### src/rtl/gate_interlock.sv
// rtl/gate_interlock.sv - six-gate drive with per-device turn-on delay, pattern check and latched fault
module gate_interlock #(
  parameter int DEAD = 3,
  parameter int CW   = 8
) (
  input  logic       clk,
  input  logic       rst,
  input  logic [5:0] Sin,
  input  logic       short_in,
  input  logic       fault_clr,
  output logic [5:0] Gout,
  output logic       fault,
  output logic [1:0] fault_code,
  output logic [7:0] fault_cnt
);

  typedef enum logic {RUN = 1'b0, FAULT = 1'b1} state_t;

  localparam logic [CW-1:0] DEAD_C = CW'(DEAD);

  state_t        state_q, state_d;
  logic [5:0]    gout_q, gout_d;
  logic [CW-1:0] cnt_q [6];
  logic [CW-1:0] cnt_d [6];
  logic [1:0]    code_q, code_d;
  logic [7:0]    fcnt_q, fcnt_d;
  logic          sync1_q, sync1_d;
  logic          sync2_q, sync2_d;
  logic          short_s;
  logic [2:0]    ones;
  logic          illegal;

  assign short_s = sync2_q;

  always_comb begin
    ones = 3'd0;
    for (int i = 0; i < 6; i++) ones = ones + {2'b00, Sin[i]};
    illegal = (ones > 3'd2);
  end

  always_comb begin
    state_d = state_q;
    gout_d  = gout_q;
    cnt_d   = cnt_q;
    code_d  = code_q;
    fcnt_d  = fcnt_q;
    sync1_d = short_in;
    sync2_d = sync1_q;
    case (state_q)
      RUN: begin
        if (illegal || short_s) begin
          // Fault wins over any gating change on this edge: the bad pattern never reaches Gout.
          state_d = FAULT;
          gout_d  = 6'b0;
          for (int i = 0; i < 6; i++) cnt_d[i] = '0;
          code_d  = {short_s, illegal};
          if (fcnt_q != 8'hFF) fcnt_d = fcnt_q + 8'd1;
        end else begin
          for (int i = 0; i < 6; i++) begin
            if (!Sin[i]) begin
              cnt_d[i]  = '0;
              gout_d[i] = 1'b0;
            end else if (cnt_q[i] < DEAD_C) begin
              cnt_d[i]  = cnt_q[i] + 1'b1;
              gout_d[i] = 1'b0;
            end else begin
              gout_d[i] = 1'b1;
            end
          end
        end
      end
      FAULT: begin
        gout_d = 6'b0;
        for (int i = 0; i < 6; i++) cnt_d[i] = '0;
        if (fault_clr && (Sin == 6'b0) && !short_s) state_d = RUN;
      end
      default: state_d = RUN;
    endcase
  end

  always_ff @(posedge clk) begin
    if (rst) begin
      state_q <= RUN;
      gout_q  <= 6'b0;
      for (int i = 0; i < 6; i++) cnt_q[i] <= '0;
      code_q  <= 2'b00;
      fcnt_q  <= 8'd0;
      sync1_q <= 1'b0;
      sync2_q <= 1'b0;
    end else begin
      state_q <= state_d;
      gout_q  <= gout_d;
      for (int i = 0; i < 6; i++) cnt_q[i] <= cnt_d[i];
      code_q  <= code_d;
      fcnt_q  <= fcnt_d;
      sync1_q <= sync1_d;
      sync2_q <= sync2_d;
    end
  end

  assign Gout       = gout_q;
  assign fault      = (state_q == FAULT);
  assign fault_code = code_q;
  assign fault_cnt  = fcnt_q;

endmodule

### config.mk
export PLATFORM = sky130hd
export DESIGN_NAME = gate_interlock
export DESIGN_NICKNAME = d
export VERILOG_FILES = /design/src/rtl/gate_interlock.sv
export SDC_FILE = /design/constraint.sdc
export NUM_CORES = 1
export LEC_CHECK = 0
export ABC_AREA = 1
export BUFFER_PORTS_ARGS = -buffer_cell sky130_fd_sc_hd__buf_2
export CAP_MARGIN = 40
export CORE_UTILIZATION = 55
export CTS_BUF_LIST = sky130_fd_sc_hd__clkbuf_2 sky130_fd_sc_hd__clkbuf_4 sky130_fd_sc_hd__clkbuf_8
export DETAILED_ROUTE_END_ITERATION = 7
export GPL_ROUTABILITY_DRIVEN = 0
export PLACE_DENSITY = 0.78
export SLEW_MARGIN = 10
export SYNTH_ARGS = -nofsm -noshare
export SYNTH_HDL_FRONTEND = slang
export SYNTH_SLANG_ARGS = --single-unit
export TNS_END_PERCENT = 100
### constraint.sdc
create_clock -name clk -period 3.25 [get_ports clk]
set_clock_uncertainty 0.15 [all_clocks]
set_input_delay 0.4875 -clock clk [delete_from_list [all_inputs] [get_ports clk]]
set_output_delay 0.4875 -clock clk [all_outputs]
set_load 0.05 [all_outputs]
Word level (Yosys, flattened, before mapping)
Index checks and enable logic that the tools add are counted.
{"block": "classes", "n_addsub": 12, "n_mul": 0, "div": 0, "magnitude_cmp": 7, "n_eq_ne": 7, "shifts": 0, "n_mux": 31, "bitwise_logic": 1, "reduce_logical": 7}
{"op": "$mux 8", "count": 12}
{"op": "$pmux 48 s2", "count": 1}
{"op": "$add 8x1->8 const B", "count": 7}
{"op": "$lt 8x2->1 const B", "count": 6}
{"op": "$mux 48", "count": 1}
{"op": "$ne 4x4->1 const B", "count": 6}
{"op": "$mux 1", "count": 14}
{"op": "$pmux 6 s2", "count": 1}
{"op": "$add 3x1->3", "count": 3}
{"op": "$ne 8x8->1 const B", "count": 1}
{"op": "$logic_not 6->1", "count": 1}
{"op": "$mux 6", "count": 1}
{"op": "$add 2x1->3", "count": 1}
{"op": "$gt 3x2->1 const B", "count": 1}
{"op": "$reduce_and 3->1", "count": 1}
{"op": "$add 1x1->2", "count": 1}
{"op": "$logic_and 1x1->1", "count": 2}
{"op": "$pmux 1 s2", "count": 1}
{"op": "$reduce_and 2->1", "count": 1}
{"op": "$logic_not 1->1", "count": 1}
{"op": "$logic_or 1x1->1", "count": 1}
{"op": "$not 1->1", "count": 1}
{"block": "word_totals", "reg_bits": 67, "latchBits": 0, "ram_bits": 0, "romBits": 0, "in_bits": 10, "out_inout_bits": 17, "word_cells": 77, "mem_count": 0}

Depth between registers and ports, before layout
Gate-level depths: netlist (run 1).
{"block": "logic_depth", "word_depth": 9, "depth_mapped": 14, "mapped_depth_nobuf": 13}

Least setup slack after synthesis (run 1)
No wires, ideal clock.
{"block": "synth_timing", "path_type": "input-to-reg", "from": "input port Sin[0]", "to": "register fcnt_q[1] (netlist: fault_cnt[1])", "setup_time_ns": 0.116, "arrival_ns": 2.861, "required_time_ns": 2.984, "slack_ns": 0.123, "cell_stages": 13, "path_buffers": 0, "path_cell_list": "fa_1 inv_1 fa_1 inv_1 ha_1 fa_1 nand2_2 nand3_2 nand2_1 inv_1 nand2_4 o21ai_0 nor2_1"}
{"block": "synth_via", "elab_chain_cells": 8}
{"item": "start, declared", "line": "8", "source": "input logic [5:0] Sin,"}
{"item": "$add 1x1->2", "line": "37", "source": "for (int i = 0; i < 6; i++) ones = ones + {2'b00, Sin[i]};"}
{"item": "$add 2x1->3", "line": "37"}
{"item": "$add 3x1->3 (3 in series)", "line": "37"}
{"item": "$gt 3x2->1", "line": "38", "source": "illegal = (ones > 3'd2);"}
{"item": "$logic_or 1x1->1", "line": "51", "source": "if (illegal || short_s) begin"}
{"item": "$reduce_and 3->1 (no line)"}
{"item": "end signal, assigned", "line": "95", "source": "fcnt_q <= fcnt_d;"}
{"item": "end, declared", "line": "26", "source": "logic [7:0] fcnt_q, fcnt_d;"}
No other way between the ends.
A chain may end at the register's enable or synchronous reset.

Worst setup path after layout (run 1)
Same ends and word-level chain as after synthesis.

==> metrics.yaml, run 1 <==
run_status:
  status: "completed"
yosys:
  avgSynthCellArea_um2: 7.98
  synth-simple-area-share_pct: 32.1
  synth_top_area_share_pct: 48.6
  synth_ff_type: "dfxtp_1"
  synth_top_family_by_area: "simple AND/OR/NAND/NOR gates"
  yosys.area_share.xor_xnor_pct: 1.90
  netlist_instances: 346
  synth_enable_flop_cells: 0
  netlist_top_cells_area: "dfxtp_1 49%, nand2_1 8.8%, nor2_1 7.7%"
  synth_area_um2: 2760
  ys_warn_count: 0
  postSynth.asyncResetShare_pct: 0
  synth.area.mux_share_pct: 0
  yosys.area_share.adder_pct: 6.25
  yosysTopAreaCell: "dfxtp_1"
  ys_ff_latch: 67
  syn_nets: 368
  synth-compound-area-share_pct: 3.49
  ys_types: 28
  seq_area_frac_synth_pct: 48.6
clock_network:
  h-tree-depth: 3
  postCtsHoldBufs: 0
  cts_root_buf: "clkbuf_8"
  cts_buffers: 9
  clk_pin_slew_ns: 0.07
  clk_latency_ns: 0.34
  clockBufferDepth: 2
  cts_resized: 0
  cts_setup_buffers: 0
  cts_tree: "yes"
  cts.sinks: 67
critical_path:
  reg2reg_slack_ns: 1.68
  crit_fanout: 8
  cp.arrival_ns: 3.12
  worstPathCellList: "buf_2 -> fa_1 -> inv_1 -> fa_1 -> inv_1 -> ha_1 -> fa_1 -> nand2_2 -> nand3_2 -> nand2_1 -> inv_1 -> nand2_4 -> o21ai_0 -> nor2_1"
  cp.required_ns: 3.33
  cp-start-kind: "input pin"
  cpMaxStageDelayCell: "fa_1"
  r2r_cells: 8
  r2r-start: "fault_cnt[0]"
  worstReg2RegEnd: "fault_cnt[0]"
  slowest_delay_ns: 0.53
  crit_type: "in -> reg"
  endpoint_kind: "flop"
timing:
  post-route-period-util_pct: 93.3
  relSlewSlack_pct: 66.6
  holdWs_ns: 0.207
  hold_violations: 0
  tightest_slew_ns: 0.500
  min_period_ns: 3.03
  max_freq_mhz: 330
  slew_violations: 0
  setup_viol: 0
  rsz0062_at_grt: "false"
die:
  rows: 25
  dieArea_um2: 5310
  die_w_um: 72.9
  die_h_um: 72.9
  io_pins: 27
  core_area_um2: 4790
  start_util_pct: 57.7
finish:
  areaGrowthSynthToFinish_pct: 15.1
  fillers: 425
  layout.nets: 408
  diodes: 0
  register_area_um2: 1340
  drive_gt1_share_pct: 17.7
  final_cell_mix: "67 x dfxtp_1, 65 x nand2_1, 57 x nor2_1"
  multi_input_area_um2: 1210
  final_common_cell: "dfxtp_1"
global_route:
  grt_first_pass_wirelength_mm: 8.29
  grt_util_all_layers_pct: 21.0
  overflow: 0
  grt_max_degree: 27
  antenna_found_initial: 0
  grt_pass1_vias: 1948
routing:
  finalWirelength_mm: 4.88
  drc_errors: 0
  viasPerCell: 4.82
  first_pass_iters: 5
  postRouteAntennaNets: 0
  drtIter0Drc: 162
  wire_per_inst_um: 10.7
  vias: 2203
min_path:
  min_to: "sync1_q"
  whs_path_depth: 3
  hold_start: "short_in"
  hold_path.class: "in -> reg"
flow_run:
  maxCapViolCount: 0
power_and_ir_drop:
  total_leakage_power_nw: 1.42
  power_mw: 1.72
  ir_drop_mv: 0.475
  power_density_nw_per_um2: 540
place:
  dpl.hpwl_mm: 3.63
  io_buffers: 26
==> synth_stat cells, drive strengths merged (2+ instances only) <==
master	number
a21oi	13
buf	2
clkbuf	4
dfxtp	67
fa	3
ha	9
inv	48
nand2	69
nand3	26
nand3b	2
nand4	9
nor2	62
nor3	15
nor3b	4
o21ai	5
xor2	5
==> final cells by class <==
cell class	count	share of cell area, %
flip-flops and latches	67	42.2
clock inverters	3	0.472
inverters	48	5.67
clock buffers	12	4.80
well taps	67	2.64
multi-input cells	225	38.0
repair buffers	35	6.22
==> worst max-delay path by stage <==
stage                       from            to  slack (ns)  cells after the start
after floorplan           Sin[0]  fault_cnt[1]        0.12                     13
after global placement    Sin[0]  fault_cnt[1]       -0.06                     14
after detailed placement  Sin[0]  fault_cnt[1]       -0.15                     14
after CTS                 Sin[0]  fault_cnt[1]        0.24                     14
after global routing      Sin[0]  fault_cnt[0]         0.1                     13
final                     Sin[0]  fault_cnt[1]        0.22                     14
==> layer usage <==
metal,wire length (um),vias up,track usage (%)
li1,-,1170,-
met3,141,4,7.04
met1,2360,1001,25.4
met4,55,0,11.3
met5,0,-,0
met2,2320,28,33.1
==> worst max-delay path: cells and delay by family <==
family,cells,cell delay [ns]
AOI/OAI and AO/OA,1,0.15
adders and majority gates,4,1.68
buffers and inverters,4,0.36
and+or+nand+nor,5,0.42
==> where the power goes <==
group	internal [mW]	switching [mW]	total, mW
Combinational	0.0854	0.181	0.267
Clock	0.306	0.279	0.585
Sequential	0.844	0.0217	0.865
Total	1.24	0.482	1.72
==> sequential cells by signal (all words and copies together) (netlist names) <==
signal,count
cnt_q,48
Gout,6
sync1_q,1
fault_cnt,8
fault,1
short_s,1
fault_code,2
==> through the flow <==
stage	std cells	worst slack (ns)	area [um^2]	setup TNS (ns)	util [%]
final	457	0.216	3180	0	66.4
after global routing	457	0.0970	3180	0	66.4
after CTS	457	0.237	3180	0	66.4
after detailed placement	442	-0.146	3010	-2.92	62.9
after global placement	442	-0.0574	3010	-0.395	62.9
after floorplan	346	0.123	2760	0	-
==> cell families after synthesis <==
family	Yosys count
adder cells (fa/ha/maj)	12
AO/OA/AOI/OAI	19
XOR/XNOR	6
flip-flops	67
AND/OR/NAND/NOR	188
buffers and inverters	54
(Power assumes the default switching activity.)
==> run 2, diff against run 1 <==
--- a/config.mk
+++ b/config.mk
@@ -6,8 +6,8 @@
 export NUM_CORES = 1
 export LEC_CHECK = 0
 export ABC_AREA = 1
-export BUFFER_PORTS_ARGS = -buffer_cell sky130_fd_sc_hd__buf_2
-export CAP_MARGIN = 40
+export BUFFER_PORTS_ARGS = -buffer_cell sky130_fd_sc_hd__buf_4
+export CAP_MARGIN = 15
 export CORE_UTILIZATION = 55
 export CTS_BUF_LIST = sky130_fd_sc_hd__clkbuf_2 sky130_fd_sc_hd__clkbuf_4 sky130_fd_sc_hd__clkbuf_8
 export DETAILED_ROUTE_END_ITERATION = 7
==> metrics.yaml, run 2 (same netlist as run 1, synthesis figures left out) <==
run_status:
  status: "completed"
global_route:
  grt_pass1_vias: 2122  # +8.9%
  grt_util_all_layers_pct: 22.6  # +1.6 points
  overflow: 0  # unchanged
  grt_max_degree: 47  # +74%
  antenna_found_initial: 0  # unchanged
  grt_first_pass_wirelength_mm: 8.93  # +7.7%
clock_network:
  h-tree-depth: 3  # unchanged
  cts_resized: 0  # unchanged
  cts_tree: "yes"
  clk_pin_slew_ns: 0.06  # about the same
  cts.sinks: 67  # unchanged
  cts_root_buf: "clkbuf_8"
  clockBufferDepth: 2  # unchanged
  cts_setup_buffers: 0  # unchanged
  cts_buffers: 9  # unchanged
  clk_latency_ns: 0.34  # about the same
  postCtsHoldBufs: 0  # unchanged
routing:
  finalWirelength_mm: 5.22  # +6.9%
  wire_per_inst_um: 11.5  # +7.4%
  met1_length_mm: 2.33  # -1.5%
  drtIter0Drc: 180  # +11%
  vias: 2261  # +2.6%
  wl_met2_mm: 2.47  # +6.3%
  wl_met3_um: 252  # +79%
  viasPerCell: 4.97  # +3.1%
  drc_errors: 0  # unchanged
  first_pass_iters: 4  # -1
  maxUsedRoutingLayer: "met4"
  postRouteAntennaNets: 0  # unchanged
timing:
  rsz0062_at_grt: "false"
  post-route-period-util_pct: 92.7  # -0.62 points
  hold_violations: 0  # unchanged
  holdWs_ns: 0.214  # +0.00769 ns
  slew_violations: 0  # unchanged
  min_period_ns: 3.01  # -0.0202 ns
  relSlewSlack_pct: 67.9  # +1.3 points
  setup_viol: 0  # unchanged
  max_freq_mhz: 332  # +0.67%
  finalWorstSetupSlack_ns: 0.236  # +0.0202 ns
  tightest_slew_ns: 0.481  # -0.0192 ns
finish:
  largest_register_ffs: 48  # unchanged
  multi_input_area_um2: 1210  # unchanged
  layout.nets: 406  # -0.49%
  top_register: "cnt_q"
  final_common_cell: "dfxtp_1"
  areaGrowthSynthToFinish_pct: 17.6
  diodes: 0  # unchanged
  register_area_um2: 1340  # unchanged
  fillers: 395  # -7.1%
  drive_gt1_share_pct: 17.3  # -0.42 points
  final_cell_mix: "67 x dfxtp_1, 65 x nand2_1, 57 x nor2_1"
critical_path:
  cpMaxStageDelayCell: "fa_1"
  endpoint_kind: "flop"
  worstPathCellList: "buf_4 -> fa_1 -> inv_1 -> fa_1 -> inv_1 -> ha_1 -> fa_1 -> nand2_2 -> nand3_2 -> nand2_1 -> inv_1 -> nand2_4 -> o21ai_0 -> nor2_1"
  crit_fanout: 8  # unchanged
  cp.required_ns: 3.34  # about the same
  reg2reg_slack_ns: 1.67  # about the same
  r2r-start: "fault_cnt[0]"
  worstReg2RegEnd: "fault_cnt[6]"
  startpoint: "Sin[0]"
  cp.arrival_ns: 3.11  # about the same
  slowest_delay_ns: 0.52  # about the same
  cp-start-kind: "input pin"
  crit_type: "in -> reg"
  crit_end: "fault_cnt[1]"
  r2r_cells: 8  # unchanged
flow_run:
  maxCapViolCount: 0  # unchanged
die:
  die_w_um: 72.9  # unchanged
  core_area_um2: 4790  # unchanged
  dieArea_um2: 5310  # unchanged
  start_util_pct: 57.7  # unchanged
  rows: 25  # unchanged
  io_pins: 27  # unchanged
  die_h_um: 72.9  # unchanged
power_and_ir_drop:
  ir_drop_mv: 0.379  # -20%
  power_density_nw_per_um2: 555  # +2.7%
  total_leakage_power_nw: 1.43  # +0.36%
place:
  io_buffers: 26  # unchanged
  pre_cts_ws_ns: -0.150  # -0.00442 ns
  dpl.hpwl_mm: 3.71  # +2.2%
min_path:
  hold_path.class: "in -> reg"
==> run 2: changes by cell type in the layout (fill, tap and decap cells not counted) <==
cell,change
buf_2,-26
buf_4,+24
bufinv_16,+1
clkbuf_4,+1
clkbuf_8,-1
clkinv_2,-1
==> run 2: critical path, delay by kind of cell <==
family	cells	cell delay, ns
and+or+nand+nor	5	0.43
buffers and inverters	4	0.37
AOI/OAI and AO/OA	1	0.15
adders and majority gates	4	1.67
==> run 2: final cells by class <==
class	instances	area share, %
Clock buffer	12	4.51
Clock inverter	3	1.23
Inverter	48	5.55
Multi-Input combinational cell	225	37.2
Sequential cell	67	41.3
Tap cell	67	2.58
Timing Repair Buffer	33	7.63
==> run 2: worst min-delay path by stage <==
stage              from      end  depth (start not counted)
2_1_floorplan   sync1_q  short_s                          2
3_3_place_gp    sync1_q  short_s                          2
3_5_place_dp    sync1_q  short_s                          2
4_1_cts        short_in  sync1_q                          3
5_1_grt        short_in  sync1_q                          3
6_report       short_in  sync1_q                          3
==> run 2: where the power goes <==
| part | switching, mW | internal [mW] |
|---|---|---|
| clock | 0.289 | 0.373 |
| sequential | 0.0235 | 0.844 |
| combinational | 0.180 | 0.0932 |
| total | 0.492 | 1.31 |
==> run 2: metal layers <==
layer	track usage [%]	up-vias
li1	-	1171
met1	26.2	1017
met2	37.0	55
met3	6.63	18
met4	13.9	0
met5	0	-
==> run 2: stage by stage <==
step	util, %	setup TNS, ns	instances	total power [mW]	area [um^2]
2_1_floorplan	-	0	346	1.08	2760
3_3_place_gp	64.0	-0.775	440	1.15	3060
3_5_place_dp	64.0	-3.54	440	1.16	3060
4_1_cts	67.9	0	455	1.81	3250
5_1_grt	67.9	0	455	1.88	3250
6_report	67.9	0	455	1.80	3250
==> run 3, diff against run 2 <==
--- a/config.mk
+++ b/config.mk
@@ -7,7 +7,8 @@
 export LEC_CHECK = 0
 export ABC_AREA = 1
 export BUFFER_PORTS_ARGS = -buffer_cell sky130_fd_sc_hd__buf_4
-export CAP_MARGIN = 15
+export CAP_MARGIN = 10
+export CORE_MARGIN = 8
 export CORE_UTILIZATION = 55
 export CTS_BUF_LIST = sky130_fd_sc_hd__clkbuf_2 sky130_fd_sc_hd__clkbuf_4 sky130_fd_sc_hd__clkbuf_8
 export DETAILED_ROUTE_END_ITERATION = 7
==> constraint.sdc (replaced) <==
create_clock -name clk -period 2.5 [get_ports clk]
set_clock_uncertainty 0.15 [all_clocks]
set_input_delay 0.375 -clock clk [delete_from_list [all_inputs] [get_ports clk]]
set_output_delay 0.375 -clock clk [all_outputs]
set_load 0.05 [all_outputs]
==> metrics.yaml, run 3 (same netlist as run 1, synthesis figures left out) <==
power_and_ir_drop:
  total_leakage_power_nw: 1.49  # +4.5%
  p_seq_share_pct: 46.5  # -1.6 points
  combPwrFrac_pct: 19.6  # +4.4 points
  power_density_nw_per_um2: 695  # +25%
  p_int_mw: 1.71  # +30%
  switching_power_uw: 713  # +45%
  p_sw_share_pct: 29.5  # +2.2 points
  power_frac_clock_pct: 33.8  # -2.9 points
  ir_drop_mv: 0.545  # +44%
critical_path:
  crit_type: "in -> reg"
  cp_common_cell: "fa_1"
  reg2reg_slack_ns: 0.95  # -0.72 ns
  crit_family: "adder cells"
  crit_fanout: 8  # unchanged
  worstReg2RegEnd: "fault_cnt[0]"
  crit_buf_inv: 3  # -1
  worstPathCellList: "buf_8 -> fa_1 -> inv_2 -> fa_1 -> inv_1 -> ha_2 -> fa_1 -> nand2_2 -> nand3_4 -> nor2_4 -> nand3_4 -> nand2_1 -> nand2_1 -> nor2_1"
  cpMaxStageDelayCell: "fa_1"
  cp.arrival_ns: 3.02  # -0.09 ns
  r2r_cells: 8  # unchanged
  cp.required_ns: 2.63  # -0.71 ns
  slowest_delay_ns: 0.55  # +0.03 ns
  cp-start-kind: "input pin"
  r2r-start: "fault_cnt[0]"
  endpoint_kind: "flop"
die:
  core_area_um2: 4790  # unchanged
  dieArea_um2: 7540  # +42%
  die_h_um: 86.9  # +19%
  start_util_pct: 57.7  # unchanged
  rows: 25  # unchanged
  die_w_um: 86.9  # +19%
  io_pins: 27  # unchanged
run_status:
  violations: "negative setup slack"
  status: "finished, violations left"
place:
  dpl.hpwl_mm: 3.77  # +1.6%
  io_buffers: 26  # unchanged
  placed_cells: 441  # +0.23%
  pre_cts_ws_ns: -0.796  # -0.646 ns
  dpl_cell_area_um2: 3100  # +1.2%
clock_network:
  cts_tree: "yes"
  cts_buffers: 9  # unchanged
  cts.sinks: 67  # unchanged
  clk_pin_slew_ns: 0.08  # +0.02 ns
  clockBufferDepth: 2  # unchanged
  cts_root_buf: "clkbuf_8"
  clk_latency_ns: 0.34  # about the same
  h-tree-depth: 3  # unchanged
routing:
  viasPerCell: 4.86  # -2.3%
  drtIter0Drc: 122  # -32%
  vias: 2248  # -0.57%
  first_pass_iters: 4  # unchanged
  postRouteAntennaNets: 0  # unchanged
  finalWirelength_mm: 5.46  # +4.5%
  drc_errors: 0  # unchanged
  wire_per_inst_um: 11.8  # +2.7%
timing:
  relSlewSlack_pct: 64.8  # -3.2 points
  rsz0062_at_grt: "true"
  slew_violations: 0  # unchanged
  max_freq_mhz: 346
  min_period_ns: 2.89
  post-route-period-util_pct: 115
  holdWs_ns: 0.0909  # -0.124 ns
  setup_viol: 65  # +65
  tightest_slew_ns: 0.529  # +0.0475 ns
  finalWorstSetupSlack_ns: -0.387  # -0.624 ns
  hold_violations: 0  # unchanged
finish:
  final_common_cell: "dfxtp_1"
  final_cell_area_um2: 3480  # +7.1%
  diodes: 0  # unchanged
  instances_no_fill: 463  # +1.8%
  largest_register_ffs: 48  # unchanged
  top_register: "cnt_q"
  layout.nets: 413  # +1.7%
  final_cell_mix: "67 x dfxtp_1, 59 x nand2_1, 54 x nor2_1"
  drive_gt1_share_pct: 26.5  # +9.2 points
  areaGrowthSynthToFinish_pct: 26.0
min_path:
  whs_path_depth: 3  # unchanged
  hold_start: "short_in"
  min_to: "sync1_q"
  hold_path.class: "in -> reg"
global_route:
  antenna_found_initial: 0  # unchanged
  grt_first_pass_wirelength_mm: 9.36  # +4.9%
  grt_util_all_layers_pct: 15.5  # -7.2 points
  grt_pass1_vias: 2150  # +1.3%
  grt_max_degree: 47  # unchanged
  overflow: 0  # unchanged
flow_run:
  maxCapViolCount: 0  # unchanged
==> run 3: per-stage QoR <==
step	total power, mW	TNS, ns	util, %
after floorplan	1.42	-23.05	-
after global placement	1.52	-38.38	64.8
after detailed placement	1.53	-43.11	64.8
after CTS	2.39	-19.90	71.3
after global routing	2.52	-26.57	72.7
final	2.42	-20.56	72.7
==> run 3: cell type report <==
| cell class | count | area (um^2) |
|---|---|---|
| flip-flops and latches | 67 | 1340 |
| fillers | 372 | 1310 |
| repair buffers | 40 | 327 |
| clock inverters | 4 | 25.0 |
| well taps | 67 | 83.8 |
| multi-input cells | 225 | 1360 |
| clock buffers | 12 | 159 |
| inverters | 48 | 180 |
==> run 3: how the worst max path moves through the flow <==
stage	slack, ns	start	cells past startpoint	endpoint
after floorplan	-0.45	Sin[0]	14	cnt_q[32]
after global placement	-0.67	Sin[0]	14	cnt_q[33]
after detailed placement	-0.80	Sin[0]	12	cnt_q[35]
after CTS	-0.38	Sin[0]	14	cnt_q[32]
after global routing	-0.48	Sin[0]	14	cnt_q[33]
final	-0.39	Sin[0]	14	cnt_q[32]
==> run 3: power groups by stage <==
| stage | clock (mW) | combinational (mW) | sequential, mW |
|---|---|---|---|
| final | 0.819 | 0.475 | 1.13 |
| after floorplan | 0 | 0.213 | 1.20 |
| after detailed placement | 0 | 0.381 | 1.15 |
| after global routing | 0.878 | 0.513 | 1.13 |
| after global placement | 0 | 0.372 | 1.15 |
| after CTS | 0.828 | 0.433 | 1.13 |
==> run 3: tightest hold or removal path: stages <==
cell	delay [ns]
buf_4	0.08
inv_1	0.03
nor2_1	0.06
==> run 3: layer usage <==
layer	global-route usage (%)	share of wire (%)	vias up	wire [um]
met3	4.81	5.6	8	305
met5	0	0	-	0
li1	-	-	1178	-
met4	7.36	1.6	0	89
met2	26.3	49	39	2680
met1	17.2	44	1023	2380
==> run 3: what timing repair did <==
action                                  4_1_cts  5_1_grt
hold buffers                                  0        0
endpoints found under the setup margin       65       65
gates resized for setup                      23       12
endpoints found under the hold margin         0        0
setup buffers                                 3        3
pin swaps                                    11       15
